===== src/rtl/gun_pos_ctrl_if.sv =====
// Joystick, mouse and recenter inputs plus the absolute gun position outputs of gun_pos_ctrl.
interface gun_pos_ctrl_if #(
  parameter int unsigned GUN_W = 6
);
  logic                    tick_4ms;
  logic                    joy_left;
  logic                    joy_right;
  logic                    joy_up;
  logic                    joy_down;
  logic                    mouse_valid;
  logic signed [8:0]       mouse_dx;
  logic signed [8:0]       mouse_dy;
  logic                    recenter;
  logic        [GUN_W-1:0] gun_h;
  logic        [GUN_W-1:0] gun_v;
  logic                    moving;

  modport master (
    output tick_4ms, joy_left, joy_right, joy_up, joy_down,
    output mouse_valid, mouse_dx, mouse_dy, recenter,
    input  gun_h, gun_v, moving
  );

  modport slave (
    input  tick_4ms, joy_left, joy_right, joy_up, joy_down,
    input  mouse_valid, mouse_dx, mouse_dy, recenter,
    output gun_h, gun_v, moving
  );
endinterface


===== src/rtl/gun_pos_ctrl.sv =====
// Light-gun position generator: accelerating joystick stepping on 4 ms ticks plus
// relative mouse deltas, accumulated in 2-bit fixed point and saturated per axis.
module gun_pos_ctrl #(
  parameter int unsigned GUN_W       = 6,
  parameter int unsigned CENTER      = 32,
  parameter int unsigned INIT_DIV    = 3,
  parameter int unsigned MIN_DIV     = 1,
  parameter int unsigned ACCEL_STEPS = 4
) (
  input  logic           clk_12,
  input  logic           reset,
  gun_pos_ctrl_if.slave  bus
);
  localparam int unsigned POS_W = GUN_W + 2;
  // Wide enough for a full-scale position plus a joystick step plus the largest mouse delta.
  localparam int unsigned SUM_W = GUN_W + 5;
  localparam int unsigned MD_W  = 9;
  localparam int unsigned DIV_W = $clog2(INIT_DIV + 1);
  localparam int unsigned STP_W = $clog2(ACCEL_STEPS + 1);

  localparam logic        [DIV_W-1:0] DIV_INIT = DIV_W'(INIT_DIV);
  localparam logic        [DIV_W-1:0] DIV_MIN  = DIV_W'(MIN_DIV);
  localparam logic        [DIV_W-1:0] DIV_ONE  = DIV_W'(1);
  localparam logic        [STP_W-1:0] STP_ACC  = STP_W'(ACCEL_STEPS);
  localparam logic        [STP_W-1:0] STP_LAST = STP_W'(ACCEL_STEPS - 1);
  localparam logic        [STP_W-1:0] STP_ONE  = STP_W'(1);
  localparam logic        [POS_W-1:0] POS_CTR  = POS_W'(CENTER * 4);
  localparam logic signed [SUM_W-1:0] SUM_MAX  = SUM_W'((1 << POS_W) - 1);
  localparam logic signed [SUM_W-1:0] STEP_P   = SUM_W'(4);
  localparam logic signed [SUM_W-1:0] STEP_N   = SUM_W'(-4);

  typedef enum logic {IDLE, MOVE} state_e;

  // Index 0 is the horizontal axis, index 1 the vertical axis.
  state_e                  state_q  [2];
  state_e                  state_d  [2];
  logic        [DIV_W-1:0] period_q [2];
  logic        [DIV_W-1:0] period_d [2];
  logic        [DIV_W-1:0] cnt_q    [2];
  logic        [DIV_W-1:0] cnt_d    [2];
  logic        [STP_W-1:0] steps_q  [2];
  logic        [STP_W-1:0] steps_d  [2];
  logic                    dir_q    [2];
  logic                    dir_d    [2];
  logic        [POS_W-1:0] pos_q    [2];
  logic        [POS_W-1:0] pos_d    [2];
  logic                    tick_r_q;
  logic                    moving_q;
  logic                    moving_d;

  logic                    tick_c;
  logic                    act_c    [2];
  logic                    dpos_c   [2];
  logic signed [MD_W-1:0]  md_c     [2];
  logic signed [SUM_W-1:0] jd_c     [2];
  logic signed [SUM_W-1:0] mext_c   [2];
  logic signed [SUM_W-1:0] sum_c    [2];

  // Per-axis stepping FSM, position accumulation and saturation.
  always_comb begin
    tick_c    = bus.tick_4ms & ~tick_r_q;
    act_c[0]  = bus.joy_left ^ bus.joy_right;
    dpos_c[0] = bus.joy_right;
    md_c[0]   = bus.mouse_dx;
    act_c[1]  = bus.joy_up ^ bus.joy_down;
    dpos_c[1] = bus.joy_down;
    md_c[1]   = bus.mouse_dy;

    for (int a = 0; a < 2; a++) begin
      state_d[a]  = state_q[a];
      period_d[a] = period_q[a];
      cnt_d[a]    = cnt_q[a];
      steps_d[a]  = steps_q[a];
      dir_d[a]    = dir_q[a];
      jd_c[a]     = '0;
      mext_c[a]   = '0;

      if (tick_c) begin
        if (!act_c[a]) begin
          state_d[a]  = IDLE;
          period_d[a] = DIV_INIT;
          cnt_d[a]    = DIV_INIT;
          steps_d[a]  = '0;
        end else if (state_q[a] == IDLE || dir_q[a] != dpos_c[a]) begin
          // Fresh press or reversal: immediate step, restart the slow pacing.
          jd_c[a]     = dpos_c[a] ? STEP_P : STEP_N;
          dir_d[a]    = dpos_c[a];
          period_d[a] = DIV_INIT;
          cnt_d[a]    = DIV_INIT;
          steps_d[a]  = STP_ONE;
          state_d[a]  = MOVE;
        end else if (cnt_q[a] == DIV_ONE) begin
          jd_c[a] = dpos_c[a] ? STEP_P : STEP_N;
          if (steps_q[a] >= STP_LAST && period_q[a] > DIV_MIN) begin
            period_d[a] = period_q[a] - DIV_ONE;
            cnt_d[a]    = period_q[a] - DIV_ONE;
            steps_d[a]  = '0;
          end else begin
            cnt_d[a]    = period_q[a];
            steps_d[a]  = (steps_q[a] >= STP_LAST) ? STP_ACC : steps_q[a] + STP_ONE;
          end
        end else begin
          cnt_d[a] = cnt_q[a] - DIV_ONE;
        end
      end

      if (bus.mouse_valid) begin
        mext_c[a] = {{(SUM_W - MD_W){md_c[a][MD_W-1]}}, md_c[a]};
      end

      sum_c[a] = $signed({{(SUM_W - POS_W){1'b0}}, pos_q[a]}) + jd_c[a] + mext_c[a];
      if (sum_c[a][SUM_W-1]) begin
        pos_d[a] = '0;
      end else if (sum_c[a] > SUM_MAX) begin
        pos_d[a] = '1;
      end else begin
        pos_d[a] = sum_c[a][POS_W-1:0];
      end

      if (bus.recenter) begin
        state_d[a]  = IDLE;
        period_d[a] = DIV_INIT;
        cnt_d[a]    = DIV_INIT;
        steps_d[a]  = '0;
        pos_d[a]    = POS_CTR;
      end
    end

    moving_d = (state_d[0] == MOVE) | (state_d[1] == MOVE);
  end

  always_ff @(posedge clk_12 or posedge reset) begin
    if (reset) begin
      tick_r_q <= 1'b0;
      moving_q <= 1'b0;
      for (int a = 0; a < 2; a++) begin
        state_q[a]  <= IDLE;
        period_q[a] <= DIV_INIT;
        cnt_q[a]    <= DIV_INIT;
        steps_q[a]  <= '0;
        dir_q[a]    <= 1'b0;
        pos_q[a]    <= POS_CTR;
      end
    end else begin
      tick_r_q <= bus.tick_4ms;
      moving_q <= moving_d;
      for (int a = 0; a < 2; a++) begin
        state_q[a]  <= state_d[a];
        period_q[a] <= period_d[a];
        cnt_q[a]    <= cnt_d[a];
        steps_q[a]  <= steps_d[a];
        dir_q[a]    <= dir_d[a];
        pos_q[a]    <= pos_d[a];
      end
    end
  end

  assign bus.gun_h  = pos_q[0][POS_W-1:2];
  assign bus.gun_v  = pos_q[1][POS_W-1:2];
  assign bus.moving = moving_q;
endmodule


===== src/flat_wrapper.sv =====
// flat-port wrapper written by rule: the top's interface ports become plain ports
module gun_pos_ctrl_flat 
#(
  parameter int unsigned GUN_W       = 6,
  parameter int unsigned CENTER      = 32,
  parameter int unsigned INIT_DIV    = 3,
  parameter int unsigned MIN_DIV     = 1,
  parameter int unsigned ACCEL_STEPS = 4
)
  (clk_12, reset, bus_tick_4ms, bus_joy_left, bus_joy_right, bus_joy_up, bus_joy_down, bus_mouse_valid, bus_mouse_dx, bus_mouse_dy, bus_recenter, bus_gun_h, bus_gun_v, bus_moving);
  gun_pos_ctrl_if #(.GUN_W(GUN_W)) bus_i ();
  input  logic clk_12;
  input  logic reset;
  input wire logic [$bits(bus_i.tick_4ms)-1:0] bus_tick_4ms;
  input wire logic [$bits(bus_i.joy_left)-1:0] bus_joy_left;
  input wire logic [$bits(bus_i.joy_right)-1:0] bus_joy_right;
  input wire logic [$bits(bus_i.joy_up)-1:0] bus_joy_up;
  input wire logic [$bits(bus_i.joy_down)-1:0] bus_joy_down;
  input wire logic [$bits(bus_i.mouse_valid)-1:0] bus_mouse_valid;
  input wire logic [$bits(bus_i.mouse_dx)-1:0] bus_mouse_dx;
  input wire logic [$bits(bus_i.mouse_dy)-1:0] bus_mouse_dy;
  input wire logic [$bits(bus_i.recenter)-1:0] bus_recenter;
  output wire logic [$bits(bus_i.gun_h)-1:0] bus_gun_h;
  output wire logic [$bits(bus_i.gun_v)-1:0] bus_gun_v;
  output wire logic [$bits(bus_i.moving)-1:0] bus_moving;
  assign bus_i.tick_4ms = bus_tick_4ms;
  assign bus_i.joy_left = bus_joy_left;
  assign bus_i.joy_right = bus_joy_right;
  assign bus_i.joy_up = bus_joy_up;
  assign bus_i.joy_down = bus_joy_down;
  assign bus_i.mouse_valid = bus_mouse_valid;
  assign bus_i.mouse_dx = bus_mouse_dx;
  assign bus_i.mouse_dy = bus_mouse_dy;
  assign bus_i.recenter = bus_recenter;
  assign bus_gun_h = bus_i.gun_h;
  assign bus_gun_v = bus_i.gun_v;
  assign bus_moving = bus_i.moving;
  gun_pos_ctrl #(.GUN_W(GUN_W), .CENTER(CENTER), .INIT_DIV(INIT_DIV), .MIN_DIV(MIN_DIV), .ACCEL_STEPS(ACCEL_STEPS)) u_core (.clk_12(clk_12), .reset(reset), .bus(bus_i));
endmodule

===== config.mk =====
export PLATFORM = sky130hd
export DESIGN_NAME = gun_pos_ctrl_flat
export DESIGN_NICKNAME = d
export VERILOG_FILES = /design/src/rtl/gun_pos_ctrl_if.sv /design/src/rtl/gun_pos_ctrl.sv /design/src/flat_wrapper.sv
export SDC_FILE = /design/constraint.sdc
export NUM_CORES = 1
export LEC_CHECK = 0
export BUFFER_PORTS_ARGS = -buffer_cell sky130_fd_sc_hd__buf_2
export CORE_ASPECT_RATIO = 0.75
export CORE_MARGIN = 2
export CORE_UTILIZATION = 30
export CTS_CLUSTER_DIAMETER = 80
export DETAILED_ROUTE_END_ITERATION = 10
export PLACE_DENSITY = 0.46
export SYNTH_ARGS = -nofsm -noshare
export SYNTH_HDL_FRONTEND = slang
export SYNTH_SLANG_ARGS = --single-unit

===== constraint.sdc =====
create_clock -name clk_12 -period 4.6 [get_ports clk_12]
set_clock_uncertainty 0.2 [all_clocks]
set_input_delay 0.92 -clock clk_12 [delete_from_list [all_inputs] [get_ports clk_12]]
set_output_delay 0.92 -clock clk_12 [all_outputs]
set_load 0.01 [all_outputs]

==> results.md, run 1 <==
- Fraction of registers with async set/reset: 100.0%
- Synth area leader: dfrtp_1
- Clock Latency Late Sink: roughly 0.28 ns
- Simple logic cell fraction of the synthesized area: roughly 16%
- Post-route ant nets: 0
- Number of port buffers: 39
- Synth top area cells: dfrtp_1, ha_1, fa_1, dfstp_2, inv_1
- Max_cap viols: 0
- Crit path max-delay family: compound AO/OA/AOI/OAI gates
- Drt first pass iters: 4
- Synthesis-to-layout area growth: 14.18%
- CTS resizes: 0
- Clk pin slew, worst setup/hold paths: 0.06 ns
- Post-synthesis mux area share: 0%
- Vias in the first global route: approximately 2,600
- Die extent in x: 125.6 um
- RePlAce Congestion: 0.8820
- Root buf cell: clkbuf_16
- Worst setup path category: primary input to flip-flop
- Final setup viols: 0
- # diodes: 0
- WL/cell: 13.51 um
- Postcts setup bufs: 0
- Crit-path max cell delay: approximately 0.55 ns
- Vias per cell: ~4.9
- Top sig layer: met4
- Slowest cell on the critical path: fa_1
- Die Y: 95.18 um
- Clock power share: 32.1%
- PD cells: around 320 mW/mm^2
- Share of cells above drive strength 1: approximately a fifth
- Mapped cell area: between 0.003 and 0.004 sq mm
- DIE AREA: 0.01195 sq mm
- Distinct cells, synth: between 50 and 60
- Critical path fanouts, max: 7
- Post-Synth Adder-Cell Area: 20.47%
- Top-count cell post-synth: inv_1
- Fmax: around 250 MHz
- Slew Viols, Final: 0
- Pint: ~0.80 mW
- Post-route setup TNS: 0 ns
- Part of the power in combinational logic: between 30% and 40%
- Synth Instances: ~380
- TritonCTS Buffers: 5
- Hold buffers post-CTS: 0
- WP depth: 15
- Synth Area in XOR/XNOR: just under 4%
- Peak VDD IR: around 0.15 mV
- Hold Path Stages: 2
- Initial Utilization: a little under a third
- CORE AREA: between 0.01 and 0.015 sq mm
- RSZ-0062 raised after global routing: false
- Run status: complete, no violations
- Synth top area share: about a fifth
- Share of total power in sequential cells: 30.5%
- Largest net degree at the start of global routing: 37
- DRC: 0
- Static leakage: about 1.9 nW
- Main combinational cell family by area after synthesis: compound AO/OA/AOI/OAI gates
- NumNets Final: 491
- Worst R2R Path Depth: 13
- WL met2: slightly above 3000 um
- Seq cells post-synth: 36
- Num rows: 33
- Switching Fraction: a little over a third
- CTS tree: built
- Synth top cells by count: inv_1, a21oi_1, nand2_1, ha_1, nor2_1
- Cell Chain, Critical Path: buf_2 -> nor2b_1 -> buf_4 -> nand2_1 -> nor3_1 -> inv_1 -> fa_1 -> inv_1 -> ha_1 -> nor4_4 -> o21ai_2 -> a21bo_1 -> a32oi_2 -> o22ai_2 -> a21oi_1
- Io pins: 40
- Longest Clk Path Bufs: 2
- Mean Syn Cell Area: between 8 and 9 sq um
- Net Sw Power: roughly 0.43 mW
- Worst setup SP type: primary input
- Post-Syn Nets: approximately 460
- First-pass GRT wire length: around 13,000 um
- Fraction of the mapped netlist area in compound gates: 22.57%
- Hold Slack: between 0.2 and 0.3 ns
- Post-synth EDFFs: 0
- Drt first-iter violations: between 100 and 150
- CP Capture Type: flip-flop
- Power after layout: ~1.2 mW
- Via count: between 2,000 and 3,000
- WL met3: roughly 220 um
- Total grt overflow: 0
- Buf/Inv on CP: 4
- YS warnings: 0
- Min-Delay Path Class: flip-flop to flip-flop
- Hold Violations, Final: 0
- Crit path required time: between 4 and 5 ns
- CP arrival: 4.05 ns
- Detailed placement HPWL: ~6000 um
- All-Layer GR Usage: between 10% and 20%
- Post-Route WL: between 7000 and 8000 um
- Post-Route M1 WL: 4178 um
- H-tree depth: 2
- Synth Flop Type: dfrtp_1
- Crit share post-route: between 80% and 90%
- Tmin final: a little over 4 ns
- CTS Sinks: 36
- Initial antenna violation count: 0
- Most frequent cell on the critical path: inv_1
- Slew margin rel.: approximately 62%
- Register area share after synthesis: 27.46%
- Slew @ Worst Pin: around 0.57 ns
[sequential cells by signal, summed over array words and instances (netlist names)]
signal             flops
u_core.period_q        4
u_core.steps_q         6
u_core.bus.gun_h       6
u_core.state_q         2
u_core.pos_q           4
u_core.cnt_q           4
u_core.bus.gun_v       6
u_core.tick_r_q        1
u_core.bus.moving      1
u_core.dir_q           2
[cell usage in the layout, fill, tap and decap left out, drive strengths merged, types with 2 or more instances in the layout]
cell / count
clkbuf: 5
nand2: 34
and2: 6
ha: 32
nor4: 5
nor3b: 5
dfstp: 10
or2: 3
nor3: 6
nand3: 3
and3: 4
a32o: 2
nor2: 27
o21ai: 22
a22oi: 4
xnor2: 8
o21bai: 3
nor2b: 2
o2111ai: 2
a21oi: 36
o22ai: 5
nand2b: 8
dfrtp: 26
o21a: 2
inv: 52
a21o: 3
buf: 46
a22o: 3
fa: 14
o31ai: 6
a31oi: 8
o211ai: 2
a211oi: 7
xor2: 6
[worst paths after layout]
path	startpoint	end	slack (ns)
worst max-delay path	bus_tick_4ms	u_core.bus.gun_h[0]$_DFF_PP0_	0.54
worst min-delay path	u_core.cnt_q[3]$_DFFE_PP1P_	u_core.cnt_q[3]$_DFFE_PP1P_	0.30
worst max register to register	u_core.cnt_q[0]$_DFFE_PP1P_	u_core.bus.gun_v[3]$_DFF_PP0_	0.58
worst min register to register	u_core.cnt_q[3]$_DFFE_PP1P_	u_core.cnt_q[3]$_DFFE_PP1P_	0.30
max in group asynchronous	reset	u_core.cnt_q[3]$_DFFE_PP1P_	3.28
min in group asynchronous	reset	u_core.bus.gun_v[4]$_DFF_PP0_	0.55
[worst reg2reg max path, stage by stage (launching register included)]
cell	delay, ns
dfstp_2	0.55
ha_1	0.35
inv_1	0.13
a31oi_1	0.20
o21ai_0	0.16
fa_1	0.52
inv_1	0.07
fa_1	0.47
a211oi_2	0.32
nor3_1	0.14
a211oi_4	0.32
xnor2_1	0.15
o21ai_1	0.21
a21oi_1	0.10
[power by group through the flow]
stage	logic (mW)	clock network (mW)	registers [mW]
after global placement	0.465	0	0.381
after CTS	0.463	0.406	0.375
after floorplan	0.369	0	0.373
final	0.459	0.395	0.374
after global routing	0.524	0.419	0.379
after detailed placement	0.460	0	0.380
[cell families (layout without fill, tap and decap cells)]
logic type / Yosys count / after routing
buf+inv: 71 / 106
xor+xnor: 14 / 14
compound gates: 111 / 111
fa+ha+maj: 46 / 46
flops: 36 / 36
simple gates: 106 / 106
[stage by stage]
stage	cell area (sq um)	instances	setup WS, ns	util [%]
3_5_place_dp	3630	551	0.2407	33.43
4_1_cts	3797	559	0.5150	34.97
2_1_floorplan	3326	384	0.4485	-
5_1_grt	3797	559	0.2738	34.97
3_3_place_gp	3630	551	0.1956	33.43
6_report	3797	559	0.5433	34.97
[layer usage]
layer / GRT usage, % / up-vias
met5: 0 / -
met1: 20.18 / 1283
li1: - / 1389
met2: 19.64 / 34
met4: 3.148 / 0
met3: 2.413 / 6
[cell type report]
class,instances,area [sq um]
Fill cell,1133,7062
Multi-Input combinational cell,277,2098
Sequential cell,36,913.4
Timing Repair Buffer,46,247.7
Inverter,52,195.2
Tap cell,140,175.2
Clock buffer,5,125.1
Clock inverter,3,42.54
(Power assumes the default switching activity.)
==> run 2, diff against run 1 <==
Settings changed: ABC_AREA set to 1.
==> results.md, run 2 <==
- Post-Syn Nets: 551
- All-Layer GR Usage: approximately an eighth
- Worst setup SP type: primary input
- Hold Slack: 0.2996 ns
- CTS Sinks: 36
- DIE AREA: roughly 0.012 sq mm
- Drt first pass iters: 4
- CTS tree: built
- Post-Synth Adder-Cell Area: 19.80%
- Synth top area share: a little under a fifth
- Post-synth EDFFs: 0
- Io pins: 40
- Peak VDD IR: ~0.16 mV
- YS warnings: 0
- Slew margin rel.: between 60% and 70%
- Fraction of registers with async set/reset: 100.0%
- Crit share post-route: 86.61%
- Cell Chain, Critical Path: buf_2 -> inv_1 -> nor2_2 -> inv_1 -> nor2_1 -> o21ai_0 -> nor2_1 -> inv_1 -> fa_1 -> inv_1 -> ha_1 -> a21oi_1 -> nand2_1 -> nand2_1 -> nand2_1 -> nand2_1 -> nand2_1 -> nor2_2 -> nand3b_1 -> nand2_1 -> inv_1
- Share of cells above drive strength 1: about 19%
- Crit path required time: between 4 and 5 ns
- Mapped cell area: between 0.003 and 0.004 sq mm
- Worst setup path category: primary input to flip-flop
- Num rows: 33
- Synth top area cells: dfrtp_1, nand2_1, ha_1, inv_1, fa_1
- Fmax: between 200 and 300 MHz
- Vias in the first global route: about 2,700
- Slowest cell on the critical path: fa_1
- NumNets Final: 586
- Commonest non-fill, non-tap cell in the layout: nand2_1
- Initial Utilization: 31.06%
- CORE AREA: 0.01107 sq mm
- Crit-path max cell delay: about 0.58 ns
- H-tree depth: 2
- DRC: 0
- Number of port buffers: 39
- Synthesis-to-layout area growth: 12.85%
- Root buf cell: clkbuf_16
- Max_cap viols: 0
- Longest Clk Path Bufs: 2
- Register area share after synthesis: between 20% and 30%
- Final setup viols: 0
- Largest net degree at the start of global routing: 37
- Post-route setup TNS: 0 ns
- Total grt overflow: 0
- Synth Flop Type: dfrtp_1
- Vias per cell: roughly 4.3
- Die extent in x: about 130 um
- Postcts setup bufs: 0
- Min-Delay Path Class: flip-flop to flip-flop
- Synth area leader: dfrtp_1
- Simple logic cell fraction of the synthesized area: around 30%
- Slew Viols, Final: 0
- Initial antenna violation count: 0
- Clk pin slew, worst setup/hold paths: 0.06 ns
- Top-count cell post-synth: nand2_1
- Via count: 2,791
- Seq cells post-synth: 36
- WL/cell: 11.78 um
- Tmin final: between 3 and 4 ns
- RSZ-0062 raised after global routing: false
- Synth Instances: 478
- Drt first-iter violations: 129
- Distinct cells, synth: 29
- CP arrival: around 4.0 ns
- CTS resizes: 0
- Run status: complete, no violations
- Setup slack, reg-to-reg: a little over 0.9 ns
- Hold Violations, Final: 0
- PD cells: about 310 mW/mm^2
- Post-synthesis mux area share: 0%
- Most frequent cell on the critical path: nand2_1
- TritonCTS Buffers: 5
- Most frequent cells in the layout: nand2_1, inv_1, buf_2
- RePlAce Congestion: 0.8129
- Slew @ Worst Pin: ~0.48 ns
- CP Capture Type: flip-flop
- Post-route ant nets: 0
- Power after layout: about 1.2 mW
- Clock Latency Late Sink: approximately 0.28 ns
- Fraction of the mapped netlist area in compound gates: slightly below 7%
- Detailed placement HPWL: between 6000 and 7000 um
- Die Y: roughly 97 um
- First-pass GRT wire length: around 13,000 um
- # diodes: 0
- Mean Syn Cell Area: around 7.2 sq um
- Synth Area in XOR/XNOR: ~2.3%
- Static leakage: 2.260 nW
- Hold buffers post-CTS: 0
- Post-Route WL: 7705 um
- Main combinational cell family by area after synthesis: simple AND/OR/NAND/NOR gates
- Synth top cells by count: nand2_1, inv_1, nor2_1, ha_1, nand3_1
- Critical path fanouts, max: 5
==> run 2: cell count changes after synthesis, moves of 6 or more <==
cell      change
nand3_1      +25
nor2_2        +6
o31ai_1       -6
nor2_1        +9
and2_1        -6
a31oi_1       -8
nand2b_1      -8
inv_2         +7
a21oi_1      -21
nand2_2      +11
inv_1        +49
o21ai_1       -8
nand2_1      +83
==> run 2: critical path, delay by kind of cell <==
kind | cells | cell delay [ns]
buffers and inverters | 6 | 0.49
adders and majority gates | 2 | 0.93
AOI/OAI and AO/OA | 2 | 0.33
and+or+nand+nor | 11 | 1.26
==> run 2: through the flow <==
stage	worst slack, ns	instance area, sq um	utilization (%)	instances
after floorplan	0.7377	3437	-	478
after global placement	0.2918	3732	33.73	646
after detailed placement	0.3012	3732	33.73	646
after CTS	0.5782	3879	35.05	654
after global routing	0.2556	3879	35.05	654
final	0.6160	3879	35.05	654
==> run 2: cell families (layout without fill, tap and decap cells) <==
family                     Yosys count  after routing
xor gates and xnor gates             9              9
buffers and inverters              122            158
DFF                                 36             36
and+or+nand+nor                    225            225
adders and majority gates           46             46
AOI/OAI and AO/OA                   40             40
==> run 2: final timing paths <==
check	to	depth (start not counted)	from
setup reg to reg	u_core.bus.gun_h[0]$_DFF_PP0_	18	u_core.cnt_q[3]$_DFFE_PP1P_
hold reg to reg	u_core.period_q[3]$_DFFE_PP1P_	2	u_core.period_q[3]$_DFFE_PP1P_
max in group asynchronous	u_core.period_q[3]$_DFFE_PP1P_	3	reset
setup / recovery	u_core.bus.gun_h[0]$_DFF_PP0_	21	bus_tick_4ms
hold / removal	u_core.period_q[3]$_DFFE_PP1P_	2	u_core.period_q[3]$_DFFE_PP1P_
min in group asynchronous	u_core.bus.gun_v[2]$_DFF_PP0_	3	reset
==> run 2: cell type report <==
class / instances / area [sq um]
fill: 1188 / 7187
multi-input combinational: 320 / 2021
sequential: 36 / 913.4
inverter: 108 / 405.4
timing repair buffer: 42 / 217.7
tap: 140 / 175.2
clock buffer: 8 / 146.4
==> run 2: routing by layer <==
metal / track usage [%] / vias up / share of wire, % / wire [um]
met5: 0 / - / 0 / 0
met3: 2.489 / 7 / 3.7 / 283
met2: 19.37 / 36 / 41 / 3140
met4: 2.536 / 0 / 0.62 / 48
met1: 19.73 / 1220 / 55 / 4233
li1: - / 1528 / - / -
==> run 2: power by group <==
| group | total [mW] | internal [mW] | switching (mW) |
|---|---|---|---|
| Sequential | 0.379 | 0.355 | 0.0239 |
| Combinational | 0.466 | 0.180 | 0.286 |
| Clock | 0.343 | 0.216 | 0.127 |
==> run 3, diff against run 2 <==
Settings changed: CAP_MARGIN set to 20, REMOVE_ABC_BUFFERS set to 1.
==> results.md, run 3 (synthesized netlist as in run 2, its figures left out) <==
- Placed insts: about 650
- Vias in the first global route: roughly 2,800
- Most frequent cells in the layout: nand2_1, inv_1, buf_2
- Via count: about 2,900
- NumNets Final: between 500 and 600
- DRC: 0
- Worst setup path category: primary input to flip-flop
- Crit share post-route: about 88%
- Net Sw Power: approximately 0.45 mW
- WP depth: 21
- Non-filler cells, final: about 650
- Initial Utilization: a little under a third
- Min-Delay Path Class: flip-flop to flip-flop
- Slew margin rel.: roughly 72%
- Die Y: around 97 um
- Slew Viols, Final: 0
- Post-route setup TNS: 0 ns
- CTS resizes: 0
- Share of cells above drive strength 1: 19.84%
- WL/cell: around 12 um
- CP Capture Type: flip-flop
- Switching Fraction: between 30% and 40%
- Drt first pass iters: 4
- Top sig layer: met4
- Most frequent cell on the critical path: nand2_1
- Crit path max-delay family: simple AND/OR/NAND/NOR gates
- Post-Route M1 WL: approximately 4000 um
- CTS tree: built
- Clk pin slew, worst setup/hold paths: 0.06 ns
- Clock Latency Late Sink: approximately 0.28 ns
- Max_cap viols: 0
- Postcts setup bufs: 0
- Crit path required time: ~4.6 ns
- Cell Chain, Critical Path: buf_2 -> inv_1 -> nor2_2 -> inv_1 -> nor2_1 -> o21ai_0 -> nor2_1 -> inv_1 -> fa_1 -> inv_1 -> ha_1 -> a21oi_1 -> nand2_1 -> nand2_1 -> nand2_1 -> nand2_1 -> nand2_1 -> nor2_2 -> nand3b_1 -> nand2_1 -> inv_1
- Critical path fanouts, max: 5
- Fmax: between 200 and 250 MHz
- Die extent in x: between 100 and 150 um
- Vias per cell: 4.362
- H-tree depth: 2
- Hold Violations, Final: 0
- Slowest cell on the critical path: fa_1
- Peak VDD IR: 0.1598 mV
- Worst setup SP type: primary input
- Detailed placement HPWL: slightly above 6000 um
- FF-to-FF End: u_core.bus.gun_h[0]$_DFF_PP0_
- Post-route ant nets: 0
- Io pins: 40
- Slew @ Worst Pin: 0.4184 ns
- Share of total power in sequential cells: about a third
- Final setup viols: 0
- # diodes: 0
- DIE AREA: 0.01234 sq mm
- RePlAce Congestion: 0.8006
- Largest net degree at the start of global routing: 29
- Number of port buffers: 39
- CORE AREA: 0.01107 sq mm
- CP Launch Point: bus_tick_4ms
- Tmin final: just over 4 ns
- CP endpoint: u_core.bus.gun_h[0]$_DFF_PP0_
- TritonCTS Buffers: 5
- PD cells: roughly 300 mW/mm^2
- Run status: complete, no violations
- Commonest non-fill, non-tap cell in the layout: nand2_1
- Synthesis-to-layout area growth: 12.78%
- CTS Sinks: 36
- Part of the power in combinational logic: between 30 and 40%
- CP arrival: 4.02 ns
- Longest Clk Path Bufs: 2
- Post-Route WL: between 7000 and 8000 um
- Num rows: 33
- Setup slack, reg-to-reg: 0.87 ns
- WL met2: between 3000 and 4000 um
- Crit-path max cell delay: about 0.55 ns
- Clock power share: 28.9%
- WL met3: 365 um
- Initial antenna violation count: 0
- All-Layer GR Usage: approximately an eighth
- Hold buffers post-CTS: 0
- First-pass GRT wire length: 13,100 um
- Buf/Inv on CP: 6
- Worst R2R Path Depth: 18
- RSZ-0062 raised after global routing: false
- Pint: about 0.73 mW
- RR Startpoint: u_core.cnt_q[3]$_DFFE_PP1P_
- Total grt overflow: 0
- Static leakage: between 2 and 2.5 nW
- Drt first-iter violations: 110
- Root buf cell: clkbuf_16
[run 3: cell count changes in the layout (fill, tap and decap cells not counted), sizes merged]
cell / previous run / this run
clkbuf: 8 / 5
clkinv: 0 / 3
[run 3: worst register-to-register path: stages (launching register included)]
cell,delay [ns]
dfstp_2,0.53
inv_1,0.04
ha_1,0.25
o21ai_0,0.37
nor2_1,0.13
inv_1,0.30
fa_1,0.47
inv_1,0.07
ha_1,0.28
a21oi_1,0.14
nand2_1,0.14
nand2_1,0.12
nand2_1,0.06
nand2_1,0.08
nand2_1,0.06
nor2_2,0.18
nand3b_1,0.10
nand2_1,0.08
inv_1,0.04
[run 3: area by class of cell]
class,count,area [sq um]
clock buffers,5,125.1
clock inverters,3,18.77
fillers,1209,7189
inverters,108,405.4
multi-input cells,320,2021
flip-flops and latches,36,913.4
well taps,140,175.2
repair buffers,42,217.7
[run 3: how the worst min path moves through the flow]
stage,cells past startpoint,start,to,slack [ns]
after floorplan,2,u_core.steps_q[1]$_DFFE_PP0P_,u_core.steps_q[1]$_DFFE_PP0P_,0.28
after global placement,2,u_core.period_q[3]$_DFFE_PP1P_,u_core.period_q[3]$_DFFE_PP1P_,0.30
after detailed placement,2,u_core.period_q[3]$_DFFE_PP1P_,u_core.period_q[3]$_DFFE_PP1P_,0.29
after CTS,2,u_core.period_q[3]$_DFFE_PP1P_,u_core.period_q[3]$_DFFE_PP1P_,0.30
after global routing,2,u_core.cnt_q[1]$_DFFE_PP1P_,u_core.cnt_q[1]$_DFFE_PP1P_,0.35
final,2,u_core.period_q[3]$_DFFE_PP1P_,u_core.period_q[3]$_DFFE_PP1P_,0.30
[run 3: power groups by stage]
stage | combinational (mW) | sequential (mW) | clock, mW
finish | 0.464 | 0.376 | 0.342
floorplan | 0.339 | 0.387 | 0
global placement | 0.467 | 0.382 | 0
detailed placement | 0.466 | 0.382 | 0
global route | 0.533 | 0.382 | 0.362
CTS | 0.468 | 0.377 | 0.352
[run 3: routing by layer]
metal / global-route usage, % / vias up
met5: 0 / -
met4: 3.043 / 0
met3: 2.931 / 8
met2: 18.96 / 46
met1: 19.80 / 1276
li1: - / 1523
[run 3: through the flow]
| stage | total power [mW] | hold slack [ns] | worst slack, ns | instance area, sq um | utilization [%] |
|---|---|---|---|---|---|
| final | 1.182 | 0.2985 | 0.5602 | 3876 | 35.03 |
| after global placement | 0.8489 | 0.2970 | 0.2319 | 3732 | 33.73 |
| after CTS | 1.197 | 0.3035 | 0.5087 | 3876 | 35.03 |
| after detailed placement | 0.8476 | 0.2924 | 0.2123 | 3732 | 33.73 |
| after global routing | 1.277 | 0.3480 | 0.1356 | 3876 | 35.03 |
| after floorplan | 0.7261 | 0.2781 | 0.7377 | 3339 | - |
